### src/rtl/mux4_arb.sv
// rtl/mux4_arb.sv - four-channel round-robin merge with a registered output (MUX4_ARB_FIXED_PRIO_EN selects fixed priority)
module mux4_arb #(
    parameter int WIDTH = 8
) (
    input  logic             clk,
    input  logic             rst,
    input  logic [WIDTH-1:0] d0,
    input  logic [WIDTH-1:0] d1,
    input  logic [WIDTH-1:0] d2,
    input  logic [WIDTH-1:0] d3,
    input  logic [3:0]       in_valid,
    output logic [3:0]       in_ready,
    output logic [WIDTH-1:0] data,
    output logic [1:0]       selection,
    output logic             out_valid,
    input  logic             out_ready
);

    typedef enum logic {
        EMPTY = 1'b0,
        FULL  = 1'b1
    } state_t;

    state_t     state;
    state_t     next_state;
    logic       free;
    logic       accept;
    logic       grant_any;
    logic [1:0] grant_idx;
    logic [WIDTH-1:0] grant_data;

`ifndef MUX4_ARB_FIXED_PRIO_EN
    logic [1:0] last;
    logic [1:0] cand;
`endif

    // Pick the channel to offer a slot to; depends only on in_valid and the pointer
    always_comb begin
        grant_idx = 2'd0;
        grant_any = 1'b0;
`ifdef MUX4_ARB_FIXED_PRIO_EN
        // Lowest index wins: walk from 3 down so channel 0 overrides
        for (int i = 3; i >= 0; i--) begin
            if (in_valid[i]) begin
                grant_idx = 2'(i);
                grant_any = 1'b1;
            end
        end
`else
        cand = 2'd0;
        // Walk offsets 4..1 from the last winner so the nearest successor overrides
        for (int k = 3; k >= 0; k--) begin
            cand = last + 2'(k + 1);
            if (in_valid[cand]) begin
                grant_idx = cand;
                grant_any = 1'b1;
            end
        end
`endif
    end

    // Route the granted channel's word toward the output register
    always_comb begin
        case (grant_idx)
            2'd0:    grant_data = d0;
            2'd1:    grant_data = d1;
            2'd2:    grant_data = d2;
            default: grant_data = d3;
        endcase
    end

    // State register for the output stage
    always_ff @(posedge clk) begin
        if (rst) begin
            state <= EMPTY;
        end else begin
            state <= next_state;
        end
    end

    // Next-state logic: fill on acceptance, drain on consume without refill
    always_comb begin
        next_state = state;
        case (state)
            EMPTY: if (accept) next_state = FULL;
            FULL:  if (out_ready && !accept) next_state = EMPTY;
            default: next_state = EMPTY;
        endcase
    end

    // Output logic: handshake signals derived from state, out_ready and in_valid
    always_comb begin
        out_valid = (state == FULL);
        free      = (state == EMPTY) || out_ready;
        in_ready  = 4'b0000;
        if (!rst && free && grant_any) begin
            in_ready = 4'b0001 << grant_idx;
        end
        accept = |(in_ready & in_valid);
    end

    // Output word register: load on acceptance, otherwise hold
    always_ff @(posedge clk) begin
        if (rst) begin
            data      <= '0;
            selection <= 2'b00;
        end else if (accept) begin
            data      <= grant_data;
            selection <= grant_idx;
        end
    end

`ifndef MUX4_ARB_FIXED_PRIO_EN
    // Round-robin pointer: remembers the most recent winner; reset makes channel 0 first
    always_ff @(posedge clk) begin
        if (rst) begin
            last <= 2'b11;
        end else if (accept) begin
            last <= grant_idx;
        end
    end
`endif

endmodule

### config.mk
export PLATFORM = sky130hd
export DESIGN_NAME = mux4_arb
export DESIGN_NICKNAME = d
export VERILOG_FILES = /design/src/rtl/mux4_arb.sv
export SDC_FILE = /design/constraint.sdc
export NUM_CORES = 1
export LEC_CHECK = 0
export CORE_MARGIN = 3
export CORE_UTILIZATION = 30
export CTS_CLUSTER_DIAMETER = 30
export DETAILED_ROUTE_END_ITERATION = 12
export PLACE_DENSITY = 0.68
export SLEW_MARGIN = 25
export SYNTH_ARGS = -nofsm -noshare
export SYNTH_HDL_FRONTEND = slang
export SYNTH_SLANG_ARGS = --single-unit
export TNS_END_PERCENT = 20
### constraint.sdc
create_clock -name clk -period 2.1 [get_ports clk]
set_clock_uncertainty 0.05 [all_clocks]
set_input_delay 0.42 -clock clk [delete_from_list [all_inputs] [get_ports clk]]
set_output_delay 0.42 -clock clk [all_outputs]
set_load 0.005 [all_outputs]
==> results.sh, run 1 <==
export IMPL_status="finished clean"
export IMPL_grt_ovfl_total=0
export IMPL_clockBufferDepth=2
export IMPL_postSynthNetCount=142
export IMPL_p_per_area_nw_per_um2=482
export IMPL_synth_avg_cell_area_um2=8.50
export IMPL_path_delay_family="buffers and inverters"
export IMPL_crit_path_end_kind="output port"
export IMPL_min_delay_start="selection[1]$_SDFFE_PP0P_"
export IMPL_dieArea_um2=3600
export IMPL_antenna_found_initial=0
export IMPL_crit_end="in_ready[0]"
export IMPL_slew_violations=0
export IMPL_numCtsBuffers=3
export IMPL_gp_congestion=0.731
export IMPL_rsz0062_at_grt="true"
export IMPL_yosysSeqAreaShare_pct=29.7
export IMPL_timing_critical_path_cells="clkdlybuf4s50_1 -> or3_1 -> a21oi_4 -> and2b_1 -> buf_2"
export IMPL_finalSetupTns_ns=0
export IMPL_area_growth_pct=79.1
export IMPL_grt_pass1_wl_um=4510
export IMPL_peakVddDrop_uv=460
export IMPL_detailedPlacementHpwl_um=2240
export IMPL_root_buffer="clkbuf_4"
export IMPL_initial_core_util_pct=33.5
export IMPL_synth_fa_ha_area_share_pct=0
export IMPL_crit_type="in2out"
export IMPL_p_leak_nw=0.682
export IMPL_synth_top_family_by_area="compound AO/OA/AOI/OAI gates"
export IMPL_wl_per_cell_um=14.0
export IMPL_synthesis_area_um2=876
export IMPL_ioPinCount=54
export IMPL_fp_dieH_um=60.0
export IMPL_grt_max_degree=15
export IMPL_rr_worst_depth=7
export IMPL_min_period_ns=2.06
export IMPL_insertion_delay_ns=0.28
export IMPL_cp_required_ns=1.63
export IMPL_finalWirelength_um=2820
export IMPL_ys_ff_latch=13
export IMPL_fmax_ghz=0.485
export IMPL_synthXorXnorAreaFrac_pct=0
export IMPL_cts_clk_slew_worst_paths_ns=0.08
export IMPL_drv_cap=0
export IMPL_hold_class="reg2reg"
export IMPL_final_area_um2=1570
export IMPL_arrival_ns=1.59
export IMPL_synthMuxAreaShare_pct=10.3
export IMPL_fin_crit_sh_pct=98.2
export IMPL_slew_limit_headroom_pct=78.3
export IMPL_cts_tree="yes"
export IMPL_synth_compound_area_share_pct=31.3
export IMPL_slowest_delay_ns=0.41
export IMPL_startpoint_type="input port"
export IMPL_intPower_uw=533
export IMPL_viasPerCell=5.26
export IMPL_crit_fanout=3
export IMPL_crit_path_top_delay_cell="clkdlybuf4s50_1"
export IMPL_detail_route_iter0_violations=32
export IMPL_core_um2=2610
export IMPL_worstReg2RegEnd="data[2]$_SDFFE_PP0P_"
export IMPL_finalHoldViolCount=0
export IMPL_p_comb_share_pct=41.5
export IMPL_p_switching_uw=224
export IMPL_synth_simple_gate_area_share_pct=20.1
export IMPL_place_area_um2=1500
export IMPL_io_buffers=53
export IMPL_sequentialPowerShare_pct=37.7
export IMPL_critical_path_buf_inv_count=2
export IMPL_n_antenna_cell=0
export IMPL_htreeDepth=1
export IMPL_cts_sinks=13
export IMPL_drtAntennaViolNets=0
export IMPL_yosysWarnings=0
export IMPL_netlist_cell_type_count=29
export IMPL_tightest_slew_ns=0.323
export IMPL_grt_total_usage_pct=16.6
export IMPL_power_share_clock_pct=20.8
export IMPL_drt_first_pass_iters=4
export IMPL_remaining_drc_errors=0
export IMPL_nets=212
export IMPL_dr_total_vias=1063
export IMPL_synth_cells=103
export IMPL_std_cell_rows=18
export IMPL_die_w_um=60.0
export IMPL_startpoint="rst"
export IMPL_swShare_pct=29.6
export IMPL_setup_viol=0
export IMPL_r2r_start="last[1]$_SDFFE_PP1P_"
export IMPL_path_depth=5
export IMPL_grt_pass1_vias=1071
export IMPL_drive_above_1_share_pct=24.4
export IMPL_rrSetupSlack_ns=0.25
[per-layer routing]
| metal | share of wire [%] | GRT usage, % | vias up |
|---|---|---|---|
| li1 | - | - | 519 |
| met1 | 38 | 19.2 | 506 |
| met2 | 54 | 30.6 | 38 |
| met3 | 7.8 | 5.40 | 0 |
| met4 | 0 | 1.27 | 0 |
| met5 | 0 | 0 | - |
[timing repair]
| item | 4_1_cts | 5_1_grt |
|---|---|---|
| pin swaps | 5 | 5 |
| gates resized for setup | 34 | 8 |
| buffers inserted | 2 | 0 |
| hold buffers | 0 | 0 |
| endpoints found under the setup margin | 4 | 4 |
[sequential cells by signal, summed over array words and instances (netlist names)]
signal and count:
data 8, out_valid 1, last 2, selection 2
[metrics by stage]
| stage | hold WS (ns) | power (mW) | std cells | util (%) | worst slack, ns |
|---|---|---|---|---|---|
| 6_report | 0.429 | 0.757 | 202 | 60.1 | 0.0370 |
| 3_3_place_gp | 0.401 | 0.585 | 196 | 57.4 | -0.646 |
| 4_1_cts | 0.428 | 0.757 | 202 | 60.1 | 0.000730 |
| 2_1_floorplan | 0.403 | 0.430 | 103 | - | 0.236 |
| 5_1_grt | 0.461 | 0.807 | 202 | 60.1 | -0.0282 |
| 3_5_place_dp | 0.412 | 0.593 | 196 | 57.4 | -0.691 |
[worst min-delay path by stage]
stage	endpoint	slack, ns	cells after the start
4_1_cts	selection[1]$_SDFFE_PP0P_	0.43	2
5_1_grt	selection[1]$_SDFFE_PP0P_	0.46	2
3_5_place_dp	selection[1]$_SDFFE_PP0P_	0.41	2
2_1_floorplan	selection[1]$_SDFFE_PP0P_	0.40	2
6_report	selection[1]$_SDFFE_PP0P_	0.43	2
3_3_place_gp	selection[1]$_SDFFE_PP0P_	0.40	2
[layout by cell type (no fill, tap or decap), types with 2 or more instances in the layout]
| master | netlist | layout |
|---|---|---|
| buf_2 | 1 | 5 |
| a211oi_1 | 8 | 8 |
| clkbuf_2 | 0 | 2 |
| buf_4 | 0 | 18 |
| a221oi_1 | 8 | 8 |
| nor2b_1 | 4 | 3 |
| dfxtp_1 | 13 | 12 |
| a21oi_1 | 2 | 2 |
| clkbuf_4 | 0 | 3 |
| nand2_1 | 11 | 11 |
| clkdlybuf4s50_1 | 0 | 44 |
| inv_1 | 3 | 3 |
| mux2i_1 | 9 | 8 |
| nor2_1 | 14 | 14 |
| o21bai_1 | 9 | 9 |
[final cells by class]
class,instances,area (um2)
fillers,237,1040
flip-flops and latches,13,264
inverters,3,11.3
clock buffers,4,26.3
repair buffers,71,631
well taps,30,37.5
multi-input cells,81,599
[cell families after synthesis]
| group | Yosys count |
|---|---|
| compound gates | 34 |
| buf+inv | 9 |
| flops | 13 |
| mux | 9 |
| simple gates | 38 |
[worst reg2reg max path: cells and delay by family (launching register included)]
| kind | cells | cell delay, ns |
|---|---|---|
| AO/OA/AOI/OAI | 4 | 0.71 |
| flip-flops | 1 | 0.40 |
| buffers and inverters | 2 | 0.33 |
| multiplexers | 1 | 0.25 |
[cells in the mapped netlist (all sizes together)]
library cell  count  share of area (%)
nor4              1               0.71
nor3              2                1.1
mux2i             9                 10
a221oi            8                8.0
o21ai             1                1.0
o211a             1                1.1
nand2            11                4.7
inv               3                1.3
and2              2                1.6
a21o              1                1.7
o32a              1                1.3
a21oi             3                2.1
o21bai            9                7.7
dfxtp            13                 30
or3               1               0.71
o22ai             1               0.71
nor2             14                6.0
a31oi             1               0.71
and2b             1               0.86
clkbuf            2               0.86
or3b              1                1.0
buf               4                6.4
nand3             1               0.57
nor2b             4                2.9
a211oi            8                6.9
[power by group through the flow]
stage | Clock (mW) | Combinational, mW | Sequential [mW]
6_report | 0.157 | 0.314 | 0.286
5_1_grt | 0.177 | 0.340 | 0.290
4_1_cts | 0.159 | 0.312 | 0.286
3_5_place_dp | 0 | 0.302 | 0.291
3_3_place_gp | 0 | 0.296 | 0.289
2_1_floorplan | 0 | 0.139 | 0.291
Note: power is estimated with default switching activity, not from simulation.
==> run 2: changes to the inputs <==
CORE_ASPECT_RATIO = 1.1   (was default)
==> run 2 against run 1 <==
  * Wire length rose by 14%
  * Global-route usage increased by 1.3 points
  * Worst hold slack lost 0.0090 ns
  * Sequential cell count did not move
  * Critical endpoint is now in_ready[3]
  * Final cell count grew 2.5%
  * Combinational power rose by 6%
  * Critical path type is now reg2out
  * Power up 2.1%
  * Clock power shrank 3%
  * Register-to-register slack is essentially flat
==> results.sh, run 2 (synthesized netlist as in run 1, its figures left out) <==
export IMPL_initial_core_util_pct=33.2
export IMPL_rr_worst_depth=7
export IMPL_path_depth=5
export IMPL_detail_route_iter0_violations=48
export IMPL_crit_path_end_kind="output port"
export IMPL_timing_critical_path_cells="or3b_4 -> o21ai_2 -> a21o_4 -> nor2b_4 -> clkdlybuf4s15_2"
export IMPL_cts_sinks=13
export IMPL_rrSetupSlack_ns=0.24
export IMPL_slew_violations=0
export IMPL_drive_above_1_share_pct=27.3
export IMPL_min_period_ns=2.07
export IMPL_nFillCells=246
export IMPL_die_w_um=57.5
export IMPL_nets=216
export IMPL_dr_total_vias=1104
export IMPL_std_cell_rows=19
export IMPL_crit_type="reg2out"
export IMPL_cp_required_ns=1.63
export IMPL_grt_pass1_vias=1098
export IMPL_largest_reg_flops=8
export IMPL_peakVddDrop_uv=363
export IMPL_remaining_drc_errors=0
export IMPL_detailedPlacementHpwl_um=2400
export IMPL_fp_dieH_um=62.7
export IMPL_ioPinCount=54
export IMPL_crit_fanout=7
export IMPL_insertion_delay_ns=0.27
export IMPL_core_um2=2640
export IMPL_viasPerCell=5.33
export IMPL_finalWirelength_um=3220
export IMPL_grt_max_degree=13
export IMPL_cts_clk_slew_worst_paths_ns=0.08
export IMPL_status="finished clean"
export IMPL_whs_ns=0.420
export IMPL_grt_pass1_wl_um=5250
export IMPL_grt_total_usage_pct=17.9
export IMPL_numCtsBuffers=3
export IMPL_startpoint_type="register"
export IMPL_place_ws_ns=-0.660
export IMPL_cts_tree="yes"
export IMPL_hold_class="reg2reg"
export IMPL_grt_ovfl_total=0
export IMPL_p_per_area_nw_per_um2=476
export IMPL_setup_viol=0
export IMPL_io_buffers=53
export IMPL_r2r_start="last[1]$_SDFFE_PP1P_"
export IMPL_drtAntennaViolNets=0
export IMPL_fmax_ghz=0.484
export IMPL_drv_cap=0
export IMPL_arrival_ns=1.60
export IMPL_worstReg2RegEnd="data[7]$_SDFFE_PP0P_"
export IMPL_finalSetupTns_ns=0
export IMPL_rsz0062_at_grt="true"
export IMPL_path_delay_family="simple AND/OR/NAND/NOR gates"
export IMPL_drt_first_pass_iters=4
export IMPL_tightest_slew_ns=0.311
export IMPL_fin_crit_sh_pct=98.5
export IMPL_n_antenna_cell=0
export IMPL_critical_path_buf_inv_count=1
export IMPL_finalHoldViolCount=0
export IMPL_p_leak_nw=0.705
export IMPL_gp_congestion=0.791
export IMPL_clockBufferDepth=2
export IMPL_cts_hold_buf=0
export IMPL_slew_limit_headroom_pct=79.3
export IMPL_largest_register="data"
export IMPL_wl_per_cell_um=15.5
export IMPL_setup_ws_ns=0.0321
export IMPL_final_cell_mix="clkdlybuf4s50_1, buf_4, nor2_1, dfxtp_1, nand2_1"
export IMPL_slowest_delay_ns=0.40
export IMPL_crit_end="in_ready[3]"
export IMPL_startpoint="last[1]$_SDFFE_PP1P_"
export IMPL_root_buffer="clkbuf_4"
export IMPL_htreeDepth=1
export IMPL_antenna_found_initial=0
export IMPL_crit_path_top_delay_cell="or3b_4"
export IMPL_reg_top3="data (8), last (2), selection (2)"
export IMPL_final_common_cell="clkdlybuf4s50_1"
export IMPL_area_growth_pct=85.3
export IMPL_dieArea_um2=3600
[run 2: area by class of cell]
cell class	instances	area (um2)	share of cell area [%]
sequential	13	264	16.3
timing repair buffer	75	669	41.2
tap	31	38.8	2.39
inverter	3	11.3	0.694
multi-input combinational	81	613	37.8
clock buffer	4	26.3	1.62
[run 2: how the worst min path moves through the flow]
| stage | start | end | slack (ns) | cells after the start |
|---|---|---|---|---|
| global route | selection[1]$_SDFFE_PP0P_ | selection[1]$_SDFFE_PP0P_ | 0.44 | 2 |
| finish | selection[1]$_SDFFE_PP0P_ | selection[1]$_SDFFE_PP0P_ | 0.42 | 2 |
| CTS | selection[1]$_SDFFE_PP0P_ | selection[1]$_SDFFE_PP0P_ | 0.43 | 2 |
| global placement | selection[1]$_SDFFE_PP0P_ | selection[1]$_SDFFE_PP0P_ | 0.40 | 2 |
| floorplan | selection[1]$_SDFFE_PP0P_ | selection[1]$_SDFFE_PP0P_ | 0.40 | 2 |
| detailed placement | selection[1]$_SDFFE_PP0P_ | selection[1]$_SDFFE_PP0P_ | 0.41 | 2 |
[run 2: tightest hold or removal path, stage by stage (launching register included)]
cell and delay [ns]:
dfxtp_1 0.32, nand2_1 0.05, a21oi_1 0.06
[run 2: what timing repair did]
action,4_1_cts,5_1_grt
cloned,0,0
endpoints found under the setup margin,4,4
resized for setup,41,6
pin swaps,5,2
setup buffers,4,2
[run 2: where the power goes]
part           switching [mW]  internal, mW  leakage, nW
clock network          0.0797        0.0736       0.0150
logic                   0.133         0.201        0.582
registers              0.0164         0.270        0.108
total                   0.229         0.544        0.705
[run 2: routing by layer]
metal,GRT usage [%],up-vias,share of wire (%),routed length [um]
met4,1.16,0,1.6,51
met1,22.6,515,40,1300
met5,0,-,0,0
met3,6.40,10,7.3,236
met2,30.2,46,51,1620
li1,-,533,-,-
[run 2: through the flow]
step | power, mW | cells | area [um2] | util (%)
finish | 0.773 | 207 | 1620 | 61.5
CTS | 0.766 | 205 | 1600 | 60.5
global placement | 0.590 | 197 | 1500 | 56.9
floorplan | 0.430 | 103 | 876 | -
global route | 0.820 | 207 | 1620 | 61.5
detailed placement | 0.596 | 197 | 1500 | 56.9
